**config.mk**
```make
export PLATFORM = sky130hd
export DESIGN_NAME = bus_arbiter
export DESIGN_NICKNAME = d
export VERILOG_FILES = /design/src/rtl/bus_pkg.sv /design/src/rtl/bus_arbiter_rr_pick.sv /design/src/rtl/bus_arbiter.sv
export SDC_FILE = /design/constraint.sdc
export NUM_CORES = 1
export LEC_CHECK = 0
export BUFFER_PORTS_ARGS = -buffer_cell sky130_fd_sc_hd__buf_2
export CORE_MARGIN = 8
export CORE_UTILIZATION = 53
export DETAILED_ROUTE_END_ITERATION = 10
export GPL_ROUTABILITY_DRIVEN = 0
export GPL_TIMING_DRIVEN = 0
export HOLD_SLACK_MARGIN = 0.15
export PLACE_DENSITY = 0.95
export SLEW_MARGIN = 20
export SYNTH_ARGS = -nofsm -noshare
export SYNTH_HDL_FRONTEND = slang
export SYNTH_HIERARCHICAL = 1
export SYNTH_SLANG_ARGS = --single-unit
```
**constraint.sdc**
```tcl
create_clock -name clk -period 3.5 [get_ports clk]
set_clock_uncertainty 0.2 [all_clocks]
set_input_delay 0.35 -clock clk [delete_from_list [all_inputs] [get_ports clk]]
set_output_delay 0.35 -clock clk [all_outputs]
set_load 0.01 [all_outputs]
```
**src/rtl/bus_pkg.sv**
```systemverilog
// Shared definitions for the common-bus arbiter and its helpers.
//   state_t      : arbiter FSM state
//   MODE_*       : arbitration mode selectors
//   AR..MEM      : source indices, matching the legacy bus select codes
package bus_pkg;

  typedef enum logic {
    IDLE = 1'b0,
    WAIT = 1'b1
  } state_t;

  localparam int MODE_FIXED = 0;
  localparam int MODE_RR    = 1;

  localparam int AR  = 1;
  localparam int PC  = 2;
  localparam int DR  = 3;
  localparam int AC  = 4;
  localparam int IR  = 5;
  localparam int TR  = 6;
  localparam int MEM = 7;

endpackage

```
**src/rtl/bus_arbiter_rr_pick.sv**
```systemverilog
// rr_pick: combinational winner select, reusable by any request arbiter.
//   req    in  N   request vector
//   ptr    in  IW  round-robin start index (ignored in fixed mode)
//   mode   in  1   0 = highest set bit wins, 1 = first set bit at/above ptr
//   onehot out N   winner as one-hot (0 when no request)
//   idx    out IW  winner index (0 when no request)
//   any    out 1   at least one request pending
module rr_pick #(
  parameter int N  = 8,
  parameter int IW = $clog2(N)
) (
  input  logic [N-1:0]  req,
  input  logic [IW-1:0] ptr,
  input  logic          mode,
  output logic [N-1:0]  onehot,
  output logic [IW-1:0] idx,
  output logic          any
);

  always_comb begin
    int   j;
    logic found;
    j      = 0;
    found  = 1'b0;
    idx    = '0;
    onehot = '0;
    any    = |req;
    if (!mode) begin
      // Ascending scan, so the last hit (highest index) wins.
      for (int i = 0; i < N; i++)
        if (req[i]) idx = IW'(i);
    end else begin
      // Scan N slots starting at ptr, wrapping back to 0.
      for (int k = 0; k < N; k++) begin
        j = int'(ptr) + k;
        if (j >= N) j = j - N;
        if (!found && req[j]) begin
          idx   = IW'(j);
          found = 1'b1;
        end
      end
    end
    if (any) onehot[idx] = 1'b1;
  end

endmodule

```
**src/rtl/bus_arbiter.sv**
```systemverilog
// bus_arbiter: registered request/grant arbiter for the shared datapath bus.
//   clk, rst_n : clock, async active-low reset
//   req        : per-source level request, held until the transfer ends
//   src_rdy    : per-source data-ready; only the granted bit is looked at
//   src_data   : flattened source data, slice i = [i*DATA_W +: DATA_W]
//   grant      : registered one-hot grant
//   bus_data   : registered bus value, changes only on completion/timeout
//   bus_valid  : 1-cycle pulse, bus_data holds a completed transfer
//   bus_src    : source index of the last completed transfer
//   bus_err    : 1-cycle pulse on timeout (bus_data forced to 0)
//   busy       : a grant is outstanding
module bus_arbiter
  import bus_pkg::*;
#(
  parameter int                DATA_W      = 16,
  parameter int                N_SRC       = 8,
  parameter int                NARROW_W    = 12,
  parameter logic [N_SRC-1:0]  NARROW_MASK = N_SRC'(8'b0000_0110),
  parameter int                MODE        = MODE_FIXED,
  parameter int                TIMEOUT     = 15,
  localparam int               IW          = $clog2(N_SRC)
) (
  input  logic                      clk,
  input  logic                      rst_n,
  input  logic [N_SRC-1:0]          req,
  input  logic [N_SRC-1:0]          src_rdy,
  input  logic [N_SRC*DATA_W-1:0]   src_data,
  output logic [N_SRC-1:0]          grant,
  output logic [DATA_W-1:0]         bus_data,
  output logic                      bus_valid,
  output logic [IW-1:0]             bus_src,
  output logic                      bus_err,
  output logic                      busy
);

  state_t                         state;
  logic [IW-1:0]                  win;
  logic [IW-1:0]                  ptr;
  logic [7:0]                     cnt;
  logic [N_SRC-1:0]               pick_oh;
  logic [IW-1:0]                  pick_idx;
  logic                           pick_any;
  logic [N_SRC-1:0][DATA_W-1:0]   src_ext;

  rr_pick #(.N(N_SRC), .IW(IW)) u_pick (
    .req    (req),
    .ptr    (ptr),
    .mode   (MODE == MODE_RR),
    .onehot (pick_oh),
    .idx    (pick_idx),
    .any    (pick_any)
  );

  // Narrow sources (address-width registers) drive only their low bits.
  always_comb begin
    for (int i = 0; i < N_SRC; i++) begin
      src_ext[i] = src_data[i*DATA_W +: DATA_W];
      if (NARROW_MASK[i])
        for (int b = NARROW_W; b < DATA_W; b++) src_ext[i][b] = 1'b0;
    end
  end

  assign busy = (state == WAIT);

  always_ff @(posedge clk or negedge rst_n) begin
    if (!rst_n) begin
      state     <= IDLE;
      grant     <= '0;
      win       <= '0;
      ptr       <= '0;
      cnt       <= '0;
      bus_data  <= '0;
      bus_valid <= 1'b0;
      bus_src   <= '0;
      bus_err   <= 1'b0;
    end else begin
      bus_valid <= 1'b0;
      bus_err   <= 1'b0;
      case (state)
        IDLE: begin
          if (pick_any) begin
            grant <= pick_oh;
            win   <= pick_idx;
            cnt   <= '0;
            state <= WAIT;
          end else begin
            grant <= '0;
          end
        end
        WAIT: begin
          // Completion beats timeout on the same cycle; a dropped request
          // aborts silently and leaves the rotation pointer alone.
          if (req[win] && src_rdy[win]) begin
            bus_data  <= src_ext[win];
            bus_src   <= win;
            bus_valid <= 1'b1;
            grant     <= '0;
            state     <= IDLE;
            ptr       <= (win == IW'(N_SRC-1)) ? '0 : win + 1'b1;
          end else if (!req[win]) begin
            grant <= '0;
            state <= IDLE;
          end else if (cnt == 8'(TIMEOUT)) begin
            bus_err  <= 1'b1;
            bus_data <= '0;
            grant    <= '0;
            state    <= IDLE;
          end else if (cnt != 8'hFF) begin
            cnt <= cnt + 8'd1;
          end
        end
        default: state <= IDLE;
      endcase
    end
  end

endmodule

```
# ---- Word level (Yosys, flattened, before mapping)
# Cells that the tools add are included.
dict set report totals {
  reg_bits 41
  in_bits 146
  word_cells 70
}
dict set report classes {
  add_sub_neg 1
  n_lt_le_gt_ge 3
  eq_ne 8
  n_mux 40
  bitwise_logic 1
  n_reduce_logical 9
}
# cell count
set ops {}
lappend ops {{two-way mux 8 bit} 9}
lappend ops {{two-way mux 16 bit} 4}
lappend ops {{binary-select mux 16 bit (select 3 bit)} 1}
lappend ops {{case mux 8 bit (2 select lines)} 2}
lappend ops {{two-way mux 1 bit} 14}
lappend ops {{two-way mux 3 bit} 4}
lappend ops {{adder 8 x 1 -> 8 bit, second input constant} 1}
lappend ops {{equality test 8 x 4 -> 1 bit, second input constant} 1}
lappend ops {{less-than comparator 3 x 4 -> 1 bit, second input constant} 2}
lappend ops {{inequality test 8 bit, second input constant} 1}
lappend ops {{OR reduction 8 bit} 1}
lappend ops {{binary-select mux 1 bit (select 3 bit)} 2}
lappend ops {{inequality test 2 bit, second input constant} 3}
lappend ops {{AND reduction 5 bit} 1}
lappend ops {{two-way mux 2 bit} 2}
lappend ops {{inequality test 2 x 1 -> 1 bit, second input constant} 2}
lappend ops {{inequality test 4 x 2 -> 1 bit, second input constant} 1}
lappend ops {{AND reduction 2 bit} 2}
lappend ops {{nonzero test 2 bit} 2}
lappend ops {{demux 1 bit (select 3 bit)} 1}
lappend ops {{greater-or-equal comparator 3 x 1 -> 1 bit, second input constant} 1}
lappend ops {{AND reduction 3 bit} 1}
lappend ops {{logical AND 1 bit} 2}
lappend ops {{case mux 1 bit (2 select lines)} 1}
lappend ops {{NOT 1 bit} 1}

# ---- Longest topological paths before layout
# Gate-level depths: netlist of run 1.
dict set report logic_depth {
  ltp_word 13
  mapped_depth 15
  ltp_nobuf 11
}

# ---- Cells and area by module
# Netlist of run 1, hierarchy kept.
# mod instances cells_per_inst area_each_um2
set modules_own_cells {}
lappend modules_own_cells {bus_arbiter 1 237 3024.2}
lappend modules_own_cells {rr_pick 1 141 1197.4}

# ---- Worst setup path before layout of run 1
# OpenSTA, ideal clock, no wires.
dict set report synth_timing {
  path_type {input to register}
  start {input port req[7]}
  end {register cnt[1]}
  setup_time_ns 0.126
  arrival_ns 1.764
  setup_slack_ns 1.409
  cell_stages 8
  n_path_buf 1
  cell_sequence {nor4_1 -> nand2_1 -> nor2_1 -> a41o_1 -> buf_1 -> inv_1 -> and3_1 -> a221o_1}
}
# element line
set synth_rtl {}
lappend synth_rtl {{from (decl)} bus_arbiter.sv:25} ;# input logic [N_SRC-1:0] req,
lappend synth_rtl {{OR reduction 8 bit} bus_arbiter_rr_pick.sv:27} ;# any = |req;
lappend synth_rtl {{via pick_any} bus_arbiter.sv:42} ;# logic pick_any;
lappend synth_rtl {{inequality test 2 bit (no source line)} -}
lappend synth_rtl {{AND reduction 5 bit (no source line)} -}
lappend synth_rtl {{to (signal assigned)} bus_arbiter.sv:109} ;# cnt <= cnt + 8'd1;
lappend synth_rtl {{to (decl)} bus_arbiter.sv:39} ;# logic [7:0] cnt;
# The timed path passes the listed nets, and every way through them passes these cells. The select of a mux whose other input is x is not followed.
# A chain may end at the register's enable or synchronous reset.

==> results, run 1 <==
- The cell count of the worst reg-to-reg path is 7.
- The starting utilization of the core area is 0.546.
- Clock latency on the worst-skew pair, taken at its later pin, is 0.30 ns.
- The clock period minus worst slack is 2.41 ns.
- The signal on the critical path passes through buf_2 > mux2i_1 > o22ai_4 > nor2_1 > nand3b_4 > buf_6 > mux2_4.
- The maximum root-to-sink buffer count is 2.
- The die boundary height is 105 um.
- For this design the ratio of total power to cell area is about 960 nW/um2.
- The leading register cell type out of synthesis is dfrtp_1.
- The average instance in the mapped netlist occupies 11.2 um2.
- The core region is about 7700 um2.
- In the post-synthesis netlist, the biggest area contributors are dfrtp_1 (26%), mux4_2 (20%), mux2i_1 (5.7%), o2bb2ai_1 (3.3%), mux2_2 (3.2%).
- Of all flip-flops after synthesis, the portion carrying an async set or reset was 1.00.
- The footprint of the flip-flops and latches is 1100 um2.
- The tool flagged a number of max-cap violations equal to 0.
- The synthesized flop and latch total is 44.
- The final layout contains 705 nets.
- The area used by multi-input combinational logic is about 2900 um2.
- Counting every sink on the clock net gives 44.
- The combined buffer and inverter count along the critical path is 2.
- dfrtp_1 takes more of the synthesized area than any other cell.
- Counting the fill cells in the layout gives 539.
- Setup total negative slack on the finished layout was measured at 0 ns.
- The startpoint identified for the worst hold timing path is src_data[15].
- The tree is rooted in a clkbuf_8.
- TritonCTS built the clock tree.
- Counting every instance in the synthesized netlist gives 378.
- The terminus of the critical flop-to-flop path is ptr[2].
- The final setup violation count is 0.
- For this run, the total global-route usage over all layers was measured as 0.271.
- Yosys printed 6 warnings.
- Summed over all layers, the global routing overflow is 0.
- The delay of the slowest cell on the worst path is 0.40 ns.
- Grouping stages by cell kind, the critical path spends the most delay in multiplexers.
- The number of primary I/O pins is roughly 180.
- In this run the core area contains 32 standard-cell rows.
- Counting flops with a built-in enable in the synthesized netlist gives 0.
- Using the TritonRoute via totals, the vias-per-cell ratio works out to between 6 and 7.
- The class of the tightest hold or removal check is in2reg.
- The worst slew margin relative to its limit is 0.528.
- The number of port buffers is 167.
- The final standard cell utilization of the core is 0.693.
- The leakage power total is 2.58 nW.
- The final-report max-slew violation count is 0.
- Counting every net in the synthesized netlist gives 529.
- The cell depth of the worst min-delay path is 5.
- The arrival time of data at the critical path endpoint is between 2 and 2.5 ns.
- After the first detailed-routing iteration, the DRC count stood at ~360.
- The layout-stage area growth over the synthesis result is 26.8%.
- The slowest library cell on the worst path is dfrtp_1.
- The mapped netlist covers 4220 um2.
- The logic depth of the worst setup path including buffers is 7.
- The total half-perimeter wirelength after legalization and detailed placement is 12.3 mm.
- The post-cts sizing count is 0.
- The number of global-route vias before repair is 4728.
- The area share of the leading cell type in the synthesized netlist is 0.261.
- STA classifies the critical path endpoint as a flip-flop.
- The maximum frequency from static timing analysis is 0.414 GHz.
- Of the available clock period, the critical path in the final layout requires 0.689.
- The maximum vdd drop is 0.000579 V.
- The slack of the worst reg-to-reg path is ~1.1 ns.
- The x dimension of the die is approximately 110 um.
- The startpoint identified for the worst register-to-register timing path is win[1].
- Entering global routing, the biggest net connects 45 pins.
- The count of nets left with antenna violations once routing finished came out at 0.
- The flow ran to the end, and the final reports show no timing, DRC or antenna violations.
- The via total after detailed routing is 4375.
- The die covers 11100 um2.
- The destination of the worst hold path is bus_data[15].
- Setup repair after global routing left no endpoint under its margin.
- The critical path is of the reg2reg type.
- In this run the cell area measured after placement is 5180 um2.
- The level count of the clock H-tree is 2.
- For the pin with the worst max-slew slack, the measured transition is 0.708 ns.
- The required time at the endpoint of the critical path is 3.49 ns.
- After detailed routing, the total wire length is approximately 15 mm.
- Clock-pin slew was measured on the worst setup and hold paths at 0.08 ns.
- STA classifies the critical path startpoint as a flip-flop.
- After detailed routing, the number of remaining DRC violations is 0.
- The routed length per instance is 23.0 um.
- Counting the buffers created by CTS gives 5.
- The maximum fanout encountered on the critical timing path is 10.
- The total count of hold-check failures in the final report is 0.
- The number of different library cells used by synthesis comes to 69.
- Once layout is done, the placed cells without fillers occupy around 5400 um2.
- The first global-routing pass estimated approximately 24 mm of wire.
- The share of synthesized area occupied by flip-flops and latches is 0.261.
- The number of antenna violations at the first check in global routing is 0.
- The pre-antenna-repair detailed-routing pass consisted of 7 iterations.
- The fraction of final layout cells with drive strength greater than 1 is 0.496.
-- placed cells by master, fill, tap and decap left out, types with 3 or more instances in the layout --
master,netlist,routed
buf_2,9,176
dfrtp_1,44,44
mux4_2,38,38
mux2i_1,24,24
nor2_1,24,24
nand2_1,18,18
o2bb2ai_1,16,16
a21oi_1,15,15
mux2_2,12,12
a22o_1,10,10
buf_6,9,9
inv_1,9,9
and3_1,9,9
mux2_4,7,7
nand3_1,7,7
nand2b_1,6,6
nor2b_1,6,6
and3_2,6,6
a221o_1,6,6
o211ai_1,6,6
a22oi_1,6,6
clkbuf_1,5,5
a31oi_1,5,5
ha_1,5,5
clkbuf_8,0,5
nor4_1,5,5
o21ai_0,5,5
and2_1,3,3
a41o_1,3,3
buf_1,3,3
buf_4,3,3
and4_1,3,3
-- cells by family after synthesis --
family | Yosys count | synth area share
AND/OR/NAND/NOR | 106 | 0.149
AO/OA/AOI/OAI | 95 | 0.178
multiplexers | 84 | 0.332
flip-flops | 44 | 0.261
buffers and inverters | 40 | 0.0569
adder cells (fa/ha/maj) | 5 | 0.0148
XOR/XNOR | 3 | 0.00800
other | 1 | 0.000888
-- worst reg2reg max path: stages (launching register included) --
cell and delay, ns:
dfrtp_1 0.40, buf_2 0.28, mux2i_1 0.38, o22ai_4 0.16
nor2_1 0.20, nand3b_4 0.22, buf_6 0.17, mux2_4 0.30
-- layout make-up --
| cell class | count | share of cell area |
|---|---|---|
| flip-flops and latches | 44 | 0.206 |
| repair buffers | 169 | 0.163 |
| multi-input cells | 294 | 0.538 |
| clock buffers | 5 | 0.0129 |
| diodes | 1 | 0.000467 |
| clock inverters | 2 | 0.0112 |
| plain buffers | 29 | 0.0372 |
| inverters | 11 | 0.00771 |
| well taps | 102 | 0.0238 |
-- stage by stage --
| stage | worst slack, ns | hold WS, ns | instances | power (mW) |
|---|---|---|---|---|
| 5_1_grt | 0.995 | 0.311 | 656 | 5.45 |
| 3_3_place_gp | 1.01 | 0.271 | 647 | 4.41 |
| 3_5_place_dp | 0.965 | 0.275 | 647 | 4.57 |
| 2_1_floorplan | 1.41 | -0.146 | 378 | 3.67 |
| 4_1_cts | 1.12 | 0.293 | 655 | 5.04 |
| 6_report | 1.09 | 0.293 | 657 | 5.12 |
-- power breakdown --
| group | leakage, nW | switching [mW] | internal, mW |
|---|---|---|---|
| Combinational | 1.95 | 2.03 | 1.76 |
| Sequential | 0.565 | 0.160 | 0.713 |
| Clock | 0.0642 | 0.177 | 0.281 |
| Total | 2.58 | 2.37 | 2.75 |
-- registers in the layout, summed over array words and instances (netlist names) --
name and flops:
bus_src 3, bus_err 1, bus_data 16, bus_valid 1, grant 8, busy 1
cnt 8, ptr 3, win 3
-- per-layer routing --
metal,wire [um],vias to the layer above,track usage,share of wire
met1,5060,2077,0.284,0.33
li1,-,1868,-,-
met3,1480,80,0.0664,0.098
met5,0,-,0,0
met4,855,0,0.140,0.057
met2,7720,350,0.492,0.51
-- synthesized netlist by cell type, drive strengths merged (3+ instances only) --
| library cell | instances |
|---|---|
| o2bb2ai | 16 |
| a22oi | 6 |
| nor2 | 27 |
| o21ai | 8 |
| nand2b | 6 |
| and4 | 3 |
| nor3 | 3 |
| xor2 | 3 |
| inv | 11 |
| a41oi | 3 |
| a221o | 6 |
| and2 | 4 |
| ha | 5 |
| mux2i | 24 |
| nor4 | 5 |
| nor2b | 6 |
| and3 | 15 |
| dfrtp | 44 |
| a21oi | 15 |
| clkbuf | 5 |
| nand2 | 18 |
| mux2 | 20 |
| o22ai | 3 |
| a31oi | 5 |
| buf | 24 |
| nand3 | 7 |
| a41o | 3 |
| mux4 | 40 |
| o211ai | 6 |
| a22o | 11 |
-- what timing repair did --
item | in CTS | in global routing
setup endpoints to repair | 0 | 0
hold buffers | 1 | 0
buffers inserted | 0 | 0
endpoints found under the hold margin | 44 | 0
-- how the worst max path moves through the flow --
stage | start | endpoint | slack [ns]
floorplan | req[7] | cnt[1] | 1.41
global placement | req[7] | cnt[1] | 1.01
CTS | win[1] | ptr[2] | 1.12
detailed placement | req[7] | cnt[1] | 0.96
finish | win[1] | ptr[2] | 1.09
global route | win[1] | ptr[2] | 1.0
Power figures use the tool's default switching activity.
==> run 2: changes to the inputs <==
- ABC_AREA: unset -> 1
- CORE_UTILIZATION: 53 -> 44
- PLACE_DENSITY: 0.95 -> 0.89
- clock period: 3.5 -> 1.99 ns (I/O delays scaled with it)
==> run 2 against run 1 <==
  * Count of clock-buffer cells in the layout is 1 higher
  * Synthesized area is 2.8% lower
  * Critical path depth is 5 higher
  * Wire length is 0.88% higher
  * First-iteration DRC count is 25% higher
  * Via count is 19% higher
  * Final area is 2.8% higher
  * Critical path type unchanged
  * Sequential power is 72% higher
  * Combinational power is 82% higher
==> results, run 2 <==
- Data on the critical path is required at its endpoint by 1.98 ns.
- In this run, synthesis produced a sequential element count of 44.
- In this run the critical register-to-register path is launched from win[1].
- The area share of the leading cell type in the synthesized netlist is 0.268.
- After detailed routing, the average wire length per cell comes to between 15 and 20 um.
- The critical path starts at win[1].
- Summed over all instances, the cell type with the most area after synthesis is dfrtp_1.
- The worst pin sits at a relative slew slack of 0.376.
- The flow ran to the end, and the final reports show no timing, DRC or antenna violations.
- The critical path goes through buf_4 > inv_4 > nand3_1 > nand2_1 > nand2_1 > nand2_2 > nand2_2 > nand2_4 > nand2_4 > clkbuf_16 > nand2_1 > o21ai_1.
- The final setup violation count is 0.
- The synthesized design contains 0 enable-type register cells.
- The cell count after synthesis is 632.
- For this run the aggregate overflow at the end of global routing stands at 0.
- At the pin with the least slew margin, the transition time is 0.936 ns.
- After layout, the minimum clock period comes to 1.93 ns.
- Ranked by total cell area, the synthesized netlist is headed by dfrtp_1 (27%), nand2_1 (19%), a21oi_1 (6.7%), nand3_1 (5.7%), a22oi_1 (4.9%).
- Counting flops with an async set or reset pin after synthesis yields a share of 1.00.
- Summed over all cells, the static leakage comes to a little over 3 nW.
- The most frequent cell after synthesis is nand2_1.
- The average cell area after synthesis is 6.49 um2.
- The synthesized cell area is ~4000 um2.
- The cell count of the worst reg-to-reg path is 12.
- The total clock buffers created by CTS is 5.
- Across every metal layer, demand over resource in global routing totals 0.228.
- The maximum vdd drop is just over 0.001 V.
- During synthesis, Yosys emitted a total of 6 warnings.
- The x dimension of the die is between 100 and 150 um.
- The first detailed-routing pass ran for 5 iterations.
- The delay of the slowest cell on the worst path is 0.40 ns.
- The total count of hold-check failures in the final report was 0.
- The critical path start-end classification is reg2reg.
- The library cell used most frequently in the layout, excluding fill and tap cells, is nand2_1.
- The terminus of the critical flop-to-flop path is bus_data[10].
- The most critical setup path has its endpoint at bus_data[10].
- After detailed routing, the number of vias per cell comes to about 5.5.
- The path class of the tightest hold or removal check is in2reg.
- The arrival time of data at the critical path endpoint is between 1.5 and 2 ns.
- The die is 113 um tall.
- In this run the remaining antenna-violating nets after routing total 0.
- Detailed routing inserted a total of 5197 vias.
- The worst setup path is captured at a flip-flop.
- The total chip power is 9.12 mW.
- The net count of the finished layout is 979.
- The global-route wire length before repair is 23.7 mm.
- Timing would allow up to 0.519 GHz.
- The die covers 12700 um2.
- The CTS tree is yes.
- For flop-to-flop paths, the worst setup slack is 0.06 ns.
- The share of synthesized area occupied by flip-flops and latches is 0.268.
- The commonest cells after synthesis are nand2_1 (206), a21oi_1 (55), nand3_1 (47), dfrtp_1 (44), nor2_1 (39).
- The number of port buffers is 167.
- The number of global-route vias before repair is between 5000 and 6000.
- The routed design has 15.3 mm of wire.
- The first-iteration detailed-routing DRC count is 445.
- Summed over all failing endpoints, the final setup total negative slack is 0 ns.
- The number of antenna violations at the first check in global routing came to 5.
- Dividing the final minimum period by the clock period gives 0.969.
- At the later pin of the worst-skew pair, clock insertion delay measures 0.30 ns.
- The top cell types in the final layout, fill and taps aside, are nand2_1 (203), buf_2 (171), a21oi_1 (55).
- The most numerous cell on the critical path is nand2_1.
- The maximum root-to-sink buffer count is 2.
- Relative to the synthesized area, the layout overhead comes to 34.2%.
- The number of primary I/O pins is 176.
- The maximum number of pins on one net before global-route repair is 45.
- The power density over the cells is 1660 nW/um2.
- The unique cell type count in the Yosys netlist is 40.
- The leading register cell type out of synthesis is dfrtp_1.
- The register with the most flip-flops in the layout has 16 of them.
- Ranked by flip-flop count, first place goes to bus_data.
- In this run the worst path has a maximum fanout of 8.
- The starting utilization of the core area is 0.448.
- The worst slack on hold paths is 0.158 ns.
- After clock tree synthesis, the clock-pin slew on the worst setup and hold paths is 0.09 ns.
- The slowest library cell on the worst path is dfrtp_1.
- The level count of the clock H-tree is 2.
- The area of the placeable core is 9150 um2.
- The detailed-route DRC error count is 0.
- The final-report max-slew violation count is 0.
- The number of clock sinks is 44.
- The site row count is 35.
- Of the cells placed in the final design, the portion with a size suffix greater than 1 is 0.322.
- In the final layout, the registers with the most flip-flops are bus_data (16), cnt (8), grant (8).
- The element type at the critical path start is a flip-flop.
- The count of max-cap constraint violations is 0.
- The final standard cell utilization of the core is 0.601.
- The total half-perimeter wirelength after legalization and detailed placement is 11.9 mm.
- Clock tree synthesis selected as its root buffer the cell clkbuf_8.
## run 2: cell count changes after synthesis, sizes merged, moves of 17 or more
cell / change
mux2: -20
nand2: +208
inv: +38
nor2: +17
a22oi: +21
mux4: -40
a21oi: +40
o21ai: +32
nand3: +55
## run 2: kinds of logic (layout without fill, tap and decap cells)
| family | after synthesis | in the layout | synth area share |
|---|---|---|---|
| and+or+nand+nor | 354 | 354 | 0.405 |
| AOI/OAI and AO/OA | 129 | 129 | 0.177 |
| buffers and inverters | 83 | 276 | 0.0921 |
| DFF | 44 | 44 | 0.268 |
| muxes | 12 | 12 | 0.0293 |
| adders and majority gates | 5 | 5 | 0.0153 |
| xor gates and xnor gates | 4 | 4 | 0.0122 |
| other | 1 | 10 | 0.000914 |
## run 2: area by class of cell
class	count	area, um2
antenna	5	12.5
buffer	32	216
sequential	44	1100
inverter	51	204
clock buffer	6	82.6
multi-input combinational	509	2690
timing repair buffer	185	1020
tap	111	139
fill	802	3650
clock inverter	2	38.8
## run 2: power breakdown
part	total, mW	switching (mW)	leakage (nW)	internal [mW]
clock	0.725	0.315	0.0614	0.411
sequential	1.50	0.236	0.557	1.27
combinational	6.89	4.45	2.44	2.45
## run 2: per-stage QoR
| step | worst slack, ns | instance area, um2 | cells |
|---|---|---|---|
| global route | -0.0250 | 5500 | 945 |
| floorplan | 0.245 | 4120 | 636 |
| global placement | -0.00892 | 5090 | 914 |
| finish | 0.0618 | 5500 | 945 |
| detailed placement | -0.0448 | 5090 | 914 |
| CTS | 0.00418 | 5350 | 935 |
## run 2: how the worst min path moves through the flow
stage                   end           from  cells past startpoint  slack (ns)
2_1_floorplan   bus_data[0]          rst_n                      0       -0.30
3_3_place_gp      bus_valid          rst_n                      1        0.19
3_5_place_dp      bus_valid          rst_n                      1        0.19
4_1_cts        bus_data[15]   src_data[63]                      5        0.15
5_1_grt         bus_data[4]  src_data[100]                      5        0.16
6_report       bus_data[15]   src_data[63]                      5        0.16
## run 2: repair_timing
item,4_1_cts,5_1_grt
hold endpoints to repair,52,0
pin swaps,0,3
endpoints found under the setup margin,14,30
setup buffers,0,4
hold buffers,13,0
resized for setup,5,37
cloned,0,1
## run 2: per-layer routing
| layer | vias up | routed length [um] | part of all wire | track usage |
|---|---|---|---|---|
| met3 | 58 | 1530 | 0.10 | 0.0607 |
| met2 | 311 | 7380 | 0.48 | 0.397 |
| met1 | 2329 | 5620 | 0.37 | 0.238 |
| li1 | 2499 | - | - | - |
| met5 | - | 0 | 0 | 0 |
| met4 | 0 | 724 | 0.047 | 0.147 |
## run 2: worst max-delay path: cells and delay by family, from the launching register on
kind | cells | cell delay [ns]
AND/OR/NAND/NOR | 8 | 0.72
buffers and inverters | 3 | 0.44
flip-flops | 1 | 0.40
AO/OA/AOI/OAI | 1 | 0.06
